[src/rtl/imem_loader.sv]
// imem_loader: boot-time instruction-memory loader.
// Parses a framed program image from a UART byte stream and writes it into
// instruction memory, one 32-bit word per write. When the checksum matches,
// it releases the core from reset.
// Frame: 0xA5, LEN (16-bit LE word count), LEN*4 data bytes (LE words),
// CSUM (8-bit sum of the data bytes).
//
// Ports:
//   clk, rst_n            clock, async active-low reset
//   rx_valid, rx_data     received byte strobe and data (no backpressure)
//   imem_we/addr/wdata    instruction memory write port (registered)
//   core_rst_n            active-low core reset, released after a good load
//   busy                  frame in progress
//   done                  sticky load-complete flag
//   error                 sticky abort flag, cleared by the next header byte
//
// state  | meaning
// IDLE   | waiting for header, core held in reset
// LEN0   | expecting LEN low byte
// LEN1   | expecting LEN high byte, range check
// DATA   | assembling and writing words
// CSUM   | expecting checksum byte
// DONE   | image loaded, core running; header restarts a load
module imem_loader #(
  parameter int ADDR_WIDTH     = 10,
  parameter int TIMEOUT_CYCLES = 1000000
) (
  input  logic                  clk,
  input  logic                  rst_n,
  input  logic                  rx_valid,
  input  logic [7:0]            rx_data,
  output logic                  imem_we,
  output logic [ADDR_WIDTH-1:0] imem_addr,
  output logic [31:0]           imem_wdata,
  output logic                  core_rst_n,
  output logic                  busy,
  output logic                  done,
  output logic                  error
);

  localparam int              TW      = $clog2(TIMEOUT_CYCLES + 1);
  localparam logic [TW-1:0]   TO_LAST = TW'(TIMEOUT_CYCLES - 1);
  localparam logic [16:0]     MAX_LEN = 17'(2 ** ADDR_WIDTH);
  localparam logic [7:0]      HDR     = 8'hA5;

  typedef enum logic [2:0] {
    S_IDLE, S_LEN0, S_LEN1, S_DATA, S_CSUM, S_DONE
  } state_t;

  state_t                state_q, state_d;
  logic [7:0]            len_lo_q, len_lo_d;
  logic [15:0]           left_q, left_d;
  logic [ADDR_WIDTH-1:0] widx_q, widx_d;
  logic [1:0]            bidx_q, bidx_d;
  logic [23:0]           word_q, word_d;
  logic [7:0]            csum_q, csum_d;
  logic [TW-1:0]         tmo_q, tmo_d;
  logic                  imem_we_q, imem_we_d;
  logic [ADDR_WIDTH-1:0] imem_addr_q, imem_addr_d;
  logic [31:0]           imem_wdata_q, imem_wdata_d;
  logic                  core_rst_n_q, core_rst_n_d;
  logic                  busy_q, busy_d;
  logic                  done_q, done_d;
  logic                  error_q, error_d;

  logic [15:0] len_w;
  logic        in_frame;

  assign len_w    = {rx_data, len_lo_q};
  assign in_frame = (state_q == S_LEN0) || (state_q == S_LEN1) ||
                    (state_q == S_DATA) || (state_q == S_CSUM);

  always_comb begin
    state_d      = state_q;
    len_lo_d     = len_lo_q;
    left_d       = left_q;
    widx_d       = widx_q;
    bidx_d       = bidx_q;
    word_d       = word_q;
    csum_d       = csum_q;
    tmo_d        = '0;
    imem_we_d    = 1'b0;
    imem_addr_d  = imem_addr_q;
    imem_wdata_d = imem_wdata_q;
    core_rst_n_d = core_rst_n_q;
    done_d       = done_q;
    error_d      = error_q;

    if (in_frame && !rx_valid) tmo_d = tmo_q + 1'b1;

    unique case (state_q)
      S_IDLE: begin
        if (rx_valid && rx_data == HDR) begin
          error_d = 1'b0;
          state_d = S_LEN0;
        end
      end
      S_LEN0: begin
        if (rx_valid) begin
          len_lo_d = rx_data;
          state_d  = S_LEN1;
        end
      end
      S_LEN1: begin
        if (rx_valid) begin
          left_d = len_w;
          widx_d = '0;
          bidx_d = '0;
          csum_d = '0;
          if ({1'b0, len_w} > MAX_LEN) begin
            error_d = 1'b1;
            state_d = S_IDLE;
          end else if (len_w == 16'd0) begin
            state_d = S_CSUM;
          end else begin
            state_d = S_DATA;
          end
        end
      end
      S_DATA: begin
        if (rx_valid) begin
          csum_d = csum_q + rx_data;
          // Bytes enter from the top, so after three bytes word_q holds
          // {b2,b1,b0}: each byte ends up at bit position byte_index*8.
          word_d = {rx_data, word_q[23:8]};
          bidx_d = bidx_q + 1'b1;
          if (bidx_q == 2'd3) begin
            imem_we_d    = 1'b1;
            imem_addr_d  = widx_q;
            imem_wdata_d = {rx_data, word_q};
            widx_d       = widx_q + 1'b1;
            left_d       = left_q - 16'd1;
            if (left_q == 16'd1) state_d = S_CSUM;
          end
        end
      end
      S_CSUM: begin
        if (rx_valid) begin
          if (rx_data == csum_q) begin
            done_d       = 1'b1;
            core_rst_n_d = 1'b1;
            state_d      = S_DONE;
          end else begin
            error_d = 1'b1;
            state_d = S_IDLE;
          end
        end
      end
      S_DONE: begin
        if (rx_valid && rx_data == HDR) begin
          core_rst_n_d = 1'b0;
          done_d       = 1'b0;
          error_d      = 1'b0;
          state_d      = S_LEN0;
        end
      end
      default: state_d = S_IDLE;
    endcase

    // Counter sat at TIMEOUT_CYCLES-1 and another idle cycle passed.
    if (in_frame && !rx_valid && tmo_q == TO_LAST) begin
      error_d = 1'b1;
      state_d = S_IDLE;
      tmo_d   = '0;
    end

    busy_d = (state_d == S_LEN0) || (state_d == S_LEN1) ||
             (state_d == S_DATA) || (state_d == S_CSUM);
  end

  always_ff @(posedge clk or negedge rst_n) begin
    if (!rst_n) begin
      state_q      <= S_IDLE;
      len_lo_q     <= '0;
      left_q       <= '0;
      widx_q       <= '0;
      bidx_q       <= '0;
      word_q       <= '0;
      csum_q       <= '0;
      tmo_q        <= '0;
      imem_we_q    <= 1'b0;
      imem_addr_q  <= '0;
      imem_wdata_q <= '0;
      core_rst_n_q <= 1'b0;
      busy_q       <= 1'b0;
      done_q       <= 1'b0;
      error_q      <= 1'b0;
    end else begin
      state_q      <= state_d;
      len_lo_q     <= len_lo_d;
      left_q       <= left_d;
      widx_q       <= widx_d;
      bidx_q       <= bidx_d;
      word_q       <= word_d;
      csum_q       <= csum_d;
      tmo_q        <= tmo_d;
      imem_we_q    <= imem_we_d;
      imem_addr_q  <= imem_addr_d;
      imem_wdata_q <= imem_wdata_d;
      core_rst_n_q <= core_rst_n_d;
      busy_q       <= busy_d;
      done_q       <= done_d;
      error_q      <= error_d;
    end
  end

  assign imem_we    = imem_we_q;
  assign imem_addr  = imem_addr_q;
  assign imem_wdata = imem_wdata_q;
  assign core_rst_n = core_rst_n_q;
  assign busy       = busy_q;
  assign done       = done_q;
  assign error      = error_q;

endmodule

[config.mk]
export PLATFORM = sky130hd
export DESIGN_NAME = imem_loader
export DESIGN_NICKNAME = d
export VERILOG_FILES = /design/src/rtl/imem_loader.sv
export SDC_FILE = /design/constraint.sdc
export NUM_CORES = 1
export LEC_CHECK = 0
export BUFFER_PORTS_ARGS = -buffer_cell sky130_fd_sc_hd__buf_2
export CORE_MARGIN = 8
export CORE_UTILIZATION = 45
export DETAILED_ROUTE_END_ITERATION = 12
export PLACE_DENSITY_LB_ADDON = 0.12
export SYNTH_ARGS = -nofsm -noshare
export SYNTH_HDL_FRONTEND = slang
export SYNTH_SLANG_ARGS = --single-unit
[constraint.sdc]
create_clock -name clk -period 2.48 [get_ports clk]
set_input_delay 0 -clock clk [delete_from_list [all_inputs] [get_ports clk]]
set_output_delay 0 -clock clk [all_outputs]
set_load 0.02 [all_outputs]
==> reports/metrics.yaml, run 1 <==
syn_area_um2: 6300
seq_power_share: 0.476
root_buffer: "clkbuf_16"
grt_pass1_vias: 4725
ir_drop_mv: 0.368
dieArea_um2: 18000
die_height_um: 134
worst_pin_slew_ns: 0.644
cts_tree: "yes"
power_density_nw_per_um2: 640
cp.buffers_inverters: 0
timing.critical_path.mode_cell: "a211oi_2"
path_cells: "or4_4 -> nor4b_4 -> nand4_2 -> a211oi_2 -> a211oi_2 -> nor2_2 -> xnor2_1"
seq_area_frac_synth: 0.544
endpoint_kind: "register"
synth-main-ff-cell: "dfrtp_1"
htree_num_levels: 4
critPathSlowestCell: "or4_4"
viasPerCell: 5.35
drt_iter0_drc: 371
critical_path_arrival_ns: 2.65
instances_no_fill: 880
coreArea_um2: 13800
initial_core_util: 0.457
fin_crit_sh: 0.930
slew_viol_final: 0
drc: 0
max_freq_mhz: 433
p_int_mw: 3.72
grt_pass1_wl_um: 24500
p_clk_frac: 0.484
antenna_found_initial: 0
design_power_total_mw: 4.79
met3_usage: 0.0471
drive_gt1_frac: 0.239
slew_headroom: 0.565
fin_skew_ns: 0.00882
diodes: 0
numPortBuffers: 57
power_switching_mw: 1.07
wire_per_inst_um: 16.3
cts_buffers: 17
grt_usage: 0.169
period_needed_ns: 2.31
worst-setup-path-type: "register to register"
drv_cap: 0
gr-usage-met1: 0.229
crit_path_max_fanout: 6
ant_nets: 0
dp_cells: 844
insertion_delay_ns: 0.42
finalHoldViolations: 0
p_leak_nw: 3.81
setup_viol: 0
critical_path_required_ns: 2.82
grt_remaining_overflow: 0
setup_tns_ns: 0
num_rows: 43
syn_inst: 610
grt_util_met2: 0.254
hold_class: "input port to register"
clkSinkCount: 137
cpPeakStageDelay_ns: 0.57
grt_max_degree: 63
place.gp.congestion: 0.899
p_comb_frac: 0.040
top_usage_layer: "met2"
synth-edff-count: 0
synth_cell_types: 56
dr.pass1.iters: 5
dp_hpwl_um: 9990
die_x_um: 134
r2r_slack_ns: 0.17
status: "finished clean"
io_pins: 58
cts_resized: 0
layout.nets: 712
yosysWarningCount: 0
clk_path_buf_depth: 2
num_vias: 4705
clk_pin_slew_ns: 0.06
path_delay_family: "simple AND/OR/NAND/NOR gates"
syn_avg_cell_area_um2: 10.3
ys_ff_latch: 137
startpoint_type: "register"
synth.net_count: 634
synthArstFlopShare: 1.00
rsz0062_at_grt: "no"
routed_wirelength_um: 14300
post_cts_buffers: 0
fillers: 1244
swShare: 0.223
syn2layout_area_growth_pct: 18.9
-- routing by layer --
metal | share of wire | wire (um)
met5 | 0 | 0
met4 | 0.014 | 207
met1 | 0.48 | 6880
met2 | 0.45 | 6440
met3 | 0.056 | 804
-- synth_stat cells (all sizes together) (9+ instances only) --
| cell | n | area share |
|---|---|---|
| nor2 | 49 | 0.030 |
| nand3 | 18 | 0.014 |
| nor3 | 10 | 0.0079 |
| nand4 | 9 | 0.0099 |
| xnor2 | 10 | 0.014 |
| dfrtp | 137 | 0.54 |
| o21ai | 28 | 0.022 |
| nor4 | 14 | 0.014 |
| mux2 | 47 | 0.084 |
| buf | 10 | 0.0081 |
| clkbuf | 16 | 0.0095 |
| ha | 12 | 0.024 |
| and3 | 10 | 0.0099 |
| a21oi | 22 | 0.017 |
| nand2 | 127 | 0.076 |
| xor2 | 21 | 0.029 |
-- cells by family (layout without fill, tap and decap cells) --
kind of cell,Yosys count,count (layout),synth area share
flops,137,137,0.544
buf+inv,34,124,0.0225
mux,48,48,0.0856
simple gates,265,265,0.197
compound gates,82,82,0.0805
xor+xnor,31,31,0.0431
fa+ha+maj,13,13,0.0270
-- cells in the final DEF, fill, tap and decap left out, drive strengths merged, types with 14 or more instances in the layout --
cell type,count
dfrtp,137
nand2,127
buf,80
nor2,49
mux2,47
o21ai,28
clkbuf,24
a21oi,22
xor2,21
nand3,18
nor4,14
-- cell type report --
class	instances	area (um^2)	area share
clock buffers	24	502	0.0670
clock inverters	7	42.5	0.00568
inverters	8	30.0	0.00401
multi-input cells	439	2730	0.365
flip-flops and latches	137	3430	0.458
well taps	180	225	0.0301
repair buffers	85	527	0.0704
-- through the flow --
step	utilization	cell area, um^2	setup WS [ns]	hold slack, ns
3_3_place_gp	0.500	6890	0.301	-0.0185
5_1_grt	0.544	7490	0.0581	0.0192
4_1_cts	0.544	7490	0.177	0.00525
6_report	0.544	7490	0.172	0.0106
2_1_floorplan	-	6300	0.411	-0.296
3_5_place_dp	0.500	6890	0.177	-0.0121
-- registers in the layout, summed over array words and instances (netlist names) --
register	cells
imem_wdata	32
word_q	24
tmo_q	20
left_q	16
imem_addr	10
widx_q	10
csum_q	8
len_lo_q	8
state_q	3
bidx_q	2
busy	1
done	1
error	1
imem_we	1
-- power groups by stage --
stage                     logic (mW)  clock network [mW]  registers (mW)
after floorplan               0.0781                   0            2.32
after global routing           0.214                2.47            2.28
after global placement         0.188                   0            2.32
after detailed placement       0.188                   0            2.32
after CTS                      0.195                2.36            2.28
final                          0.191                2.32            2.28
-- final timing paths --
path | start | end | cells after the start
worst max-delay path | left_q[4] | busy | 7
worst min-delay path | rx_data[3] | len_lo_q[3] | 2
worst max register to register | left_q[4] | busy | 7
worst min register to register | word_q[5] | imem_wdata[5] | 2
max in group asynchronous | rst_n | left_q[4] | 3
min in group asynchronous | rst_n | word_q[5] | 2
-- what timing repair did --
item,4_1_cts,5_1_grt
endpoints found under the setup margin,0,0
hold endpoints to repair,57,0
hold buffers,5,0
No activity file was read; power rests on OpenSTA's default activity.
==> run 2: changes to the inputs <==
--- a/config.mk
+++ b/config.mk
@@ -8,7 +8,9 @@
 export BUFFER_PORTS_ARGS = -buffer_cell sky130_fd_sc_hd__buf_2
 export CORE_MARGIN = 8
 export CORE_UTILIZATION = 45
+export CTS_CLUSTER_SIZE = 24
 export DETAILED_ROUTE_END_ITERATION = 12
+export HOLD_SLACK_MARGIN = 0.1
 export PLACE_DENSITY_LB_ADDON = 0.12
 export SYNTH_ARGS = -nofsm -noshare
 export SYNTH_HDL_FRONTEND = slang
==> run 2 against run 1 <==
Final cell count is 0.57% higher. Combinational power is 3% higher. Routed wire length hardly changed. Fmax is 0.16% higher. Power hardly changed. Sequential power hardly changed. Critical path depth stayed put. Clock power hardly changed. Flip-flop and latch count stayed put. Die area stayed put. Non-clock buffer count is 5 higher. Critical endpoint unchanged.
==> reports/metrics.yaml, run 2 (synthesis gave the netlist of run 1 again) <==
diodes: 0  # unchanged
drt_iter0_drc: 353  # -4.9%
cpPeakStageDelay_ns: 0.57  # about the same
cts_resized: 0  # unchanged
p_leak_nw: 3.83  # +0.55%
grt_pass1_vias: 4749  # +0.51%
drv_cap: 0  # unchanged
grt_remaining_overflow: 0  # unchanged
multiInputGateArea_um2: 2730  # unchanged
dieArea_um2: 18000  # unchanged
hold_class: "input port to asynchronous set/reset pin"
fin_skew_ns: 0.00656  # -0.00226 ns
fin_crit_sh: 0.929  # -0.00149
power_density_nw_per_um2: 635  # -0.72%
max_freq_mhz: 434  # +0.16%
die_height_um: 134  # unchanged
insertion_delay_ns: 0.42  # about the same
num_rows: 43  # unchanged
grt_max_degree: 63  # unchanged
layout.nets: 717  # +0.70%
fillers: 1242  # -0.16%
setup_viol: 0  # unchanged
slew_viol_final: 0  # unchanged
finalHoldViolations: 0  # unchanged
reg2reg_from: "left_q[4]"
whs_ns: 0.0952  # +0.0846 ns
numPortBuffers: 57  # unchanged
startpoint_type: "register"
cts_buffers: 17  # unchanged
dpl-instance-area_um2: 6890  # unchanged
crit_path_max_fanout: 6  # unchanged
timing.critical_path.mode_cell: "a211oi_2"
critical_path_arrival_ns: 2.64  # about the same
path_cells: "or4_4 -> nor4b_4 -> nand4_2 -> a211oi_2 -> a211oi_2 -> nor2_2 -> xnor2_1"
syn2layout_area_growth_pct: 19.7
largest_reg_flops: 32  # unchanged
dr.pass1.iters: 4  # -1
critPathSlowestCell: "or4_4"
routed_wirelength_um: 14300  # about the same
clk_path_buf_depth: 2  # unchanged
worst_pin_slew_ns: 0.635  # -0.00893 ns
root_buffer: "clkbuf_16"
wire_per_inst_um: 16.2  # -0.47%
htree_num_levels: 4  # unchanged
clk_pin_slew_ns: 0.06  # about the same
layout_commonest_cell: "dfrtp_1"
path_delay_family: "simple AND/OR/NAND/NOR gates"
ant_nets: 0  # unchanged
slew_headroom: 0.571  # +0.00604
setup_tns_ns: 0  # unchanged
grt_usage: 0.170  # +0.000401
fin_ws_ns: 0.176  # +0.00371 ns
final_cell_area_um2: 7540  # +0.67%
drc: 0  # unchanged
num_vias: 4745  # +0.85%
cp-startpoint: "left_q[4]"
dp_hpwl_um: 9990  # unchanged
grt_pass1_wl_um: 24600  # +0.36%
post_cts_buffers: 0  # unchanged
rsz0062_at_grt: "no"
mostFrequentLayoutCells: "dfrtp_1 (137), nand2_1 (127), buf_2 (56)"
critical_path_required_ns: 2.82  # about the same
r2r_slack_ns: 0.18  # about the same
coreArea_um2: 13800  # unchanged
clkSinkCount: 137  # unchanged
drive_gt1_frac: 0.237  # -0.00169
place.gp.congestion: 0.899  # unchanged
io_pins: 58  # unchanged
antenna_found_initial: 0  # unchanged
cts_tree: "yes"
regArea_um2: 3430  # unchanged
die_x_um: 134  # unchanged
status: "finished clean"
worst-setup-path-type: "register to register"
endpoint_kind: "register"
period_needed_ns: 2.30  # -0.00371 ns
rr_worst_depth: 7  # unchanged
ir_drop_mv: 0.367  # -0.38%
rr_endpoint: "busy"
viasPerCell: 5.36  # +0.28%
dp_slack_ns: 0.177  # unchanged
cp.buffers_inverters: 0  # unchanged
initial_core_util: 0.457  # unchanged
[run 2: cell types whose count changed in the layout (fill, tap and decap cells not counted), sizes merged]
| cell | delta |
|---|---|
| dlygate4sd3 | +5 |
[run 2: power breakdown]
| part | leakage (nW) | total, mW | internal, mW | switching, mW |
|---|---|---|---|---|
| Sequential | 1.89 | 2.28 | 2.26 | 0.0223 |
| Combinational | 1.67 | 0.197 | 0.0710 | 0.126 |
| Clock | 0.264 | 2.31 | 1.40 | 0.911 |
[run 2: metrics by stage]
stage | utilization | cells | total power, mW
3_5_place_dp | 0.500 | 844 | 2.51
3_3_place_gp | 0.500 | 844 | 2.51
6_report | 0.547 | 885 | 4.79
2_1_floorplan | - | 610 | 2.40
4_1_cts | 0.547 | 885 | 4.84
5_1_grt | 0.547 | 885 | 4.98
[run 2: how the worst max path moves through the flow]
| stage | slack, ns | end | depth (start not counted) |
|---|---|---|---|
| 2_1_floorplan | 0.41 | busy | 7 |
| 3_3_place_gp | 0.30 | busy | 7 |
| 3_5_place_dp | 0.18 | busy | 7 |
| 4_1_cts | 0.18 | busy | 7 |
| 5_1_grt | 0.06 | busy | 7 |
| 6_report | 0.18 | busy | 7 |
[run 2: cell type report]
class	count	area share
timing repair buffer	90	0.0765
inverter	8	0.00398
tap	180	0.0299
multi-input combinational	439	0.363
clock buffer	24	0.0666
clock inverter	7	0.00564
sequential	137	0.455
[run 2: timing repair]
action                                 in CTS  in global routing
setup endpoints to repair                   0                  0
endpoints found under the hold margin     167                  0
hold buffers                               10                  0
[run 2: metal layers]
layer  vias up  global-route usage  wire [um]
met3        17              0.0456        851
met5         -                   0          0
met2       119               0.254       6470
li1       2288                   -          -
met1      2321               0.231       6820
met4         0              0.0593        191
